File: src/rtl/booth_pkg.sv
// Shared constants, FSM state type and width helper for the sequential Booth multiplier.
package booth_pkg;
    localparam int MCAND_W = 12;
    localparam int SLICE_W = 4;

    typedef enum logic [1:0] {IDLE, BUSY, DONE} state_t;

    function automatic int prod_w(input int mplr_w);
        return MCAND_W + mplr_w;
    endfunction
endpackage

File: src/rtl/booth_seq_multiplier_slice.sv
// 12-bit signed x 4-bit unsigned radix-4 Booth slice, purely combinational, 16-bit signed result.
module booth_slice_u4
    import booth_pkg::*;
(
    input  logic [MCAND_W-1:0] mcand,
    input  logic [SLICE_W-1:0] sel,
    output logic [15:0]        prod
);
    logic [15:0] m_ext;
    logic [2:0]  trip0, trip1;
    logic        neg0, neg1, one0, one1, two0, two1;
    logic [15:0] mag0, mag1, pp0, pp1, corr;

    always_comb begin
        // Partial products are carried at the full 16-bit result width, so no
        // separate sign-extension bits are needed on top of the operands.
        m_ext = {{4{mcand[MCAND_W-1]}}, mcand};
        trip0 = {sel[1:0], 1'b0};
        trip1 = sel[3:1];

        neg0 = trip0[2] & ~(trip0[1] & trip0[0]);
        one0 = trip0[1] ^ trip0[0];
        two0 = (trip0[2] & ~trip0[1] & ~trip0[0]) | (~trip0[2] & trip0[1] & trip0[0]);
        neg1 = trip1[2] & ~(trip1[1] & trip1[0]);
        one1 = trip1[1] ^ trip1[0];
        two1 = (trip1[2] & ~trip1[1] & ~trip1[0]) | (~trip1[2] & trip1[1] & trip1[0]);

        mag0 = one0 ? m_ext : (two0 ? (m_ext << 1) : 16'd0);
        mag1 = one1 ? m_ext : (two1 ? (m_ext << 1) : 16'd0);
        // Negated digits are inverted here and completed by the +1 carries below.
        pp0  = mag0 ^ {16{neg0}};
        pp1  = mag1 ^ {16{neg1}};
        // The top Booth digit reads sel[3] as -8; adding 16*mcand restores the unsigned weight.
        corr = sel[3] ? (m_ext << 4) : 16'd0;

        prod = pp0 + (pp1 << 2) + corr + {15'd0, neg0} + {13'd0, neg1, 2'd0};
    end
endmodule

File: src/rtl/booth_seq_multiplier.sv
// Sequential signed x unsigned multiplier: one 4-bit Booth slice per cycle, early exit on zero upper bits.
module booth_seq_multiplier
    import booth_pkg::*;
#(
    parameter int MPLR_W = 16,
    parameter int PROD_W = prod_w(MPLR_W)
) (
    input  logic              clk,
    input  logic              rst_n,
    input  logic              in_valid,
    output logic              in_ready,
    input  logic [11:0]       in_mcand,
    input  logic [MPLR_W-1:0] in_mplr,
    output logic              out_valid,
    input  logic              out_ready,
    output logic [PROD_W-1:0] out_prod,
    output logic              busy,
    output state_t            dbg_state
);
    localparam int NSLICE = MPLR_W / SLICE_W;
    localparam int K_W    = $clog2(NSLICE) + 1;

    // Handshakes: a transfer happens on a rising edge where valid && ready; a
    // producer holds valid and its data stable until that edge, ready may move freely.

    state_t                    state, state_nxt;
    logic [MCAND_W-1:0]        mcand_r;
    logic [MPLR_W-1:0]         mplr_sr;
    logic [K_W-1:0]            k;
    logic signed [PROD_W-1:0]  acc;
    logic signed [15:0]        p;
    logic signed [PROD_W-1:0]  p_ext;
    logic                      last_slice;

    booth_slice_u4 u_slice (
        .mcand (mcand_r),
        .sel   (mplr_sr[SLICE_W-1:0]),
        .prod  (p)
    );

    assign p_ext      = PROD_W'(p);
    assign last_slice = ((mplr_sr >> SLICE_W) == '0) || (k == K_W'(NSLICE - 1));

    always_comb begin
        state_nxt = state;
        case (state)
            IDLE:    if (in_valid)   state_nxt = BUSY;
            BUSY:    if (last_slice) state_nxt = DONE;
            DONE:    if (out_ready)  state_nxt = IDLE;
            default:                 state_nxt = IDLE;
        endcase
    end

    always_ff @(posedge clk or negedge rst_n) begin
        if (!rst_n) begin
            state   <= IDLE;
            mcand_r <= '0;
            mplr_sr <= '0;
            k       <= '0;
            acc     <= '0;
        end else begin
            state <= state_nxt;
            case (state)
                IDLE: begin
                    if (in_valid) begin
                        mcand_r <= in_mcand;
                        mplr_sr <= in_mplr;
                        acc     <= '0;
                        k       <= '0;
                    end
                end
                BUSY: begin
                    acc     <= acc + (p_ext << (SLICE_W * k));
                    mplr_sr <= mplr_sr >> SLICE_W;
                    k       <= k + 1'b1;
                end
                default: ;
            endcase
        end
    end

    assign in_ready  = (state == IDLE);
    assign out_valid = (state == DONE);
    assign busy      = (state != IDLE);
    assign out_prod  = acc;
    assign dbg_state = state;
endmodule

File: config.mk
export PLATFORM = sky130hd
export DESIGN_NAME = booth_seq_multiplier
export DESIGN_NICKNAME = d
export VERILOG_FILES = /design/src/rtl/booth_pkg.sv /design/src/rtl/booth_seq_multiplier_slice.sv /design/src/rtl/booth_seq_multiplier.sv
export SDC_FILE = /design/constraint.sdc
export NUM_CORES = 1
export LEC_CHECK = 0
export ABC_AREA = 1
export CAP_MARGIN = 20
export CORE_UTILIZATION = 53
export CTS_CLUSTER_SIZE = 12
export DETAILED_ROUTE_END_ITERATION = 6
export PLACE_DENSITY = 0.78
export SLEW_MARGIN = 20
export SYNTH_ARGS = -nofsm -noshare
export SYNTH_HDL_FRONTEND = slang
export SYNTH_SLANG_ARGS = --single-unit
File: constraint.sdc
create_clock -name clk -period 5.2 [get_ports clk]
set_clock_uncertainty 0.1 [all_clocks]
set_input_delay 0.52 -clock clk [delete_from_list [all_inputs] [get_ports clk]]
set_output_delay 0.52 -clock clk [all_outputs]
set_load 0.1 [all_outputs]
==> out/qor.yml <==
status: "finished clean"
cts.hold.buffers_added: 0
rsz0062_at_grt: "yes"
ant_nets: 0
diodes: 0
tns_ps: 0
async_flop_share_pct: 100
crit_path_max_fanout: 7
synthAdderAreaFrac_pct: 13.3
clk_path_buf_depth: 2
wl_per_cell_um: 15.8
synth_compound_area_share_pct: 19.3
synth_xor_area_share_pct: 4.73
synth_top_family_by_area: "simple AND/OR/NAND/NOR gates"
synthesis.area_um2: 6110
area_growth_pct: 33.7
die_area_um2: 12000
cts-buffers-inserted: 9
cp.required_ps: 5340
globalplace.congestion: 0.974
cp_common_cell: "nand2_1"
drtIter0Drc: 581
final.min_clock_period_ps: 5070
worstSetupEndpointType: "register"
die_h_um: 109
first_pass_iters: 5
period_share_pct: 97.6
grt_start_max_net_pins: 62
overflow: 0
root_buffer: "clkbuf_16"
io_pins: 65
drv_cap: 0
antenna_found_initial: 0
min_path_type: "input port to asynchronous set/reset pin"
fin_util_pct: 74.1
place_ws_ps: -69.9
r2r_setup_slack_ps: 130
ys.flop_type: "dfrtp_1"
critPathArrivalTime_ps: 5210
synthTopCellsByArea: "dfrtp_1 (25%), nand2_1 (15%), ha_1 (9.4%)"
drc: 0
initial_core_util_pct: 55.4
drv_slew: 0
cts_tree: "done"
yosys_warnings: 0
die_w_um: 109
coreArea_um2: 11000
synthMuxAreaShare_pct: 0.552
syn_avg_cell_area_um2: 6.82
final_nets: 1084
synth_cell_types: 49
crit_type: "register to register"
vias: 6626
setup_viol: 0
yosys.area_share.simple_pct: 28.6
htreeDepth: 3
worst_pin_slew_ps: 994
synth_edf_count: 0
synth-seq-cells: 61
grt_usage_pct: 29.7
grt_first_pass_wirelength_um: 27700
dp_hpwl_um: 12500
crit_path_top_delay_cell: "fa_1"
worstSkewPairLatency_ps: 350
grt_pass1_vias: 5903
portBuffers: 64
yosysTopAreaCell: "dfrtp_1"
postSynthNetCount: 986
synthCells: 896
clock_sinks: 61
seq_area_frac_synth_pct: 25.0
num_rows: 38
drive_above_1_share_pct: 21.7
totalWireLength_um: 18000
fin_cells: 1139
placed_cells: 1109
finalHoldViolCount: 0
fmax_mhz: 197
path_clk_slew_ps: 60
synth_top_area_share_pct: 25.0
start_kind: "register"
via_per_inst: 5.82
fin_ws_ps: 127
slew_headroom_pct: 33.5
slowest_delay_ps: 500
flip-flops by register name, summed over array words and instances (netlist names):
register and flops:
out_prod 28, mplr_sr 16, mcand_r 12, k 3, dbg_state 2
worst max-delay path, delay by kind of cell, from the launching register on:
family	cells	cell delay, ps
compound gates	4	540
simple gates	19	2040
xor+xnor	1	170
buf+inv	4	350
fa+ha+maj	4	1360
flops	1	410
cell families (layout without fill, tap and decap cells):
group           after synthesis  count (layout)
simple gates                406             406
compound gates              207             207
buf+inv                     128             231
flops                        61              61
fa+ha+maj                    58              58
xor+xnor                     33              33
mux                           3               3
per-stage QoR:
| stage | instance area, um2 | hold slack (ps) |
|---|---|---|
| 6_report | 8180 | 227 |
| 2_1_floorplan | 6110 | 124 |
| 3_5_place_dp | 7070 | 407 |
| 3_3_place_gp | 7070 | 404 |
| 4_1_cts | 7440 | 269 |
| 5_1_grt | 8180 | 318 |
synthesized netlist by cell type, types with 2 or more instances:
cell      count
a21o_1        3
a21oi_1      72
a221oi_1     12
a22o_1        2
a31oi_1       9
buf_2         3
clkbuf_1     24
dfrtp_1      61
fa_1         12
ha_1         46
inv_1        92
inv_2         4
mux2_2        3
nand2_1     244
nand2_2      10
nand3_1      54
nand3_2       7
nand3b_1      3
nand4_1       5
nor2_1       55
nor2_2        2
nor3_1       15
nor4_1        4
o211ai_1      5
o21ai_0      80
o21ai_1       5
o21bai_1      7
o22ai_1       4
or2_2         2
xnor2_1       9
xor2_1       24
final cells by class:
type | count | area (um2)
clock inverters | 6 | 111
clock buffers | 10 | 229
inverters | 98 | 378
repair buffers | 117 | 1070
well taps | 140 | 175
fillers | 846 | 2850
multi-input cells | 707 | 4690
flip-flops and latches | 61 | 1530
timing repair:
item,CTS,global route
buffers inserted,1,12
gates cloned,0,1
setup endpoints to repair,7,19
gates resized for setup,7,153
pin swaps,1,59
cell usage in the layout (no fill, tap or decap), types with 5 or more instances in the layout:
cell type / count
ha_4: 17
a221oi_1: 12
xor2_1: 20
nor2_2: 14
inv_2: 10
a21oi_2: 19
clkdlybuf4s50_1: 63
inv_1: 85
clkbuf_16: 10
o21ai_2: 9
xnor2_1: 9
nand4_1: 5
nand3_2: 11
o21ai_0: 55
ha_1: 27
o21bai_1: 7
nor2_1: 40
nand2_2: 32
o21ai_1: 20
o211ai_1: 5
fa_1: 12
nand3_1: 47
a21oi_1: 52
nand2_1: 220
nor3_1: 13
dfrtp_1: 61
a31oi_1: 8
buf_4: 48
path summary, 6_finish.rpt:
kind,startpoint,end,depth (start not counted)
setup / recovery,mplr_sr[1],out_prod[27],32
hold / removal,rst_n,mplr_sr[5],2
setup reg to reg,mplr_sr[1],out_prod[27],32
hold reg to reg,out_prod[4],out_prod[4],2
max in group asynchronous,rst_n,out_prod[16],2
min in group clk,out_prod[4],out_prod[4],2
per-layer routing:
metal	track usage, %	vias up	wire length (um)
met1	42.3	3113	8110
li1	-	3208	-
met2	45.7	284	8370
met4	9.33	0	252
met3	5.10	21	1310
met5	0	-	0
Power is left out: the tool's default activity adds up to more than one toggle a clock period on the data nets, which glitch-free logic cannot reach.
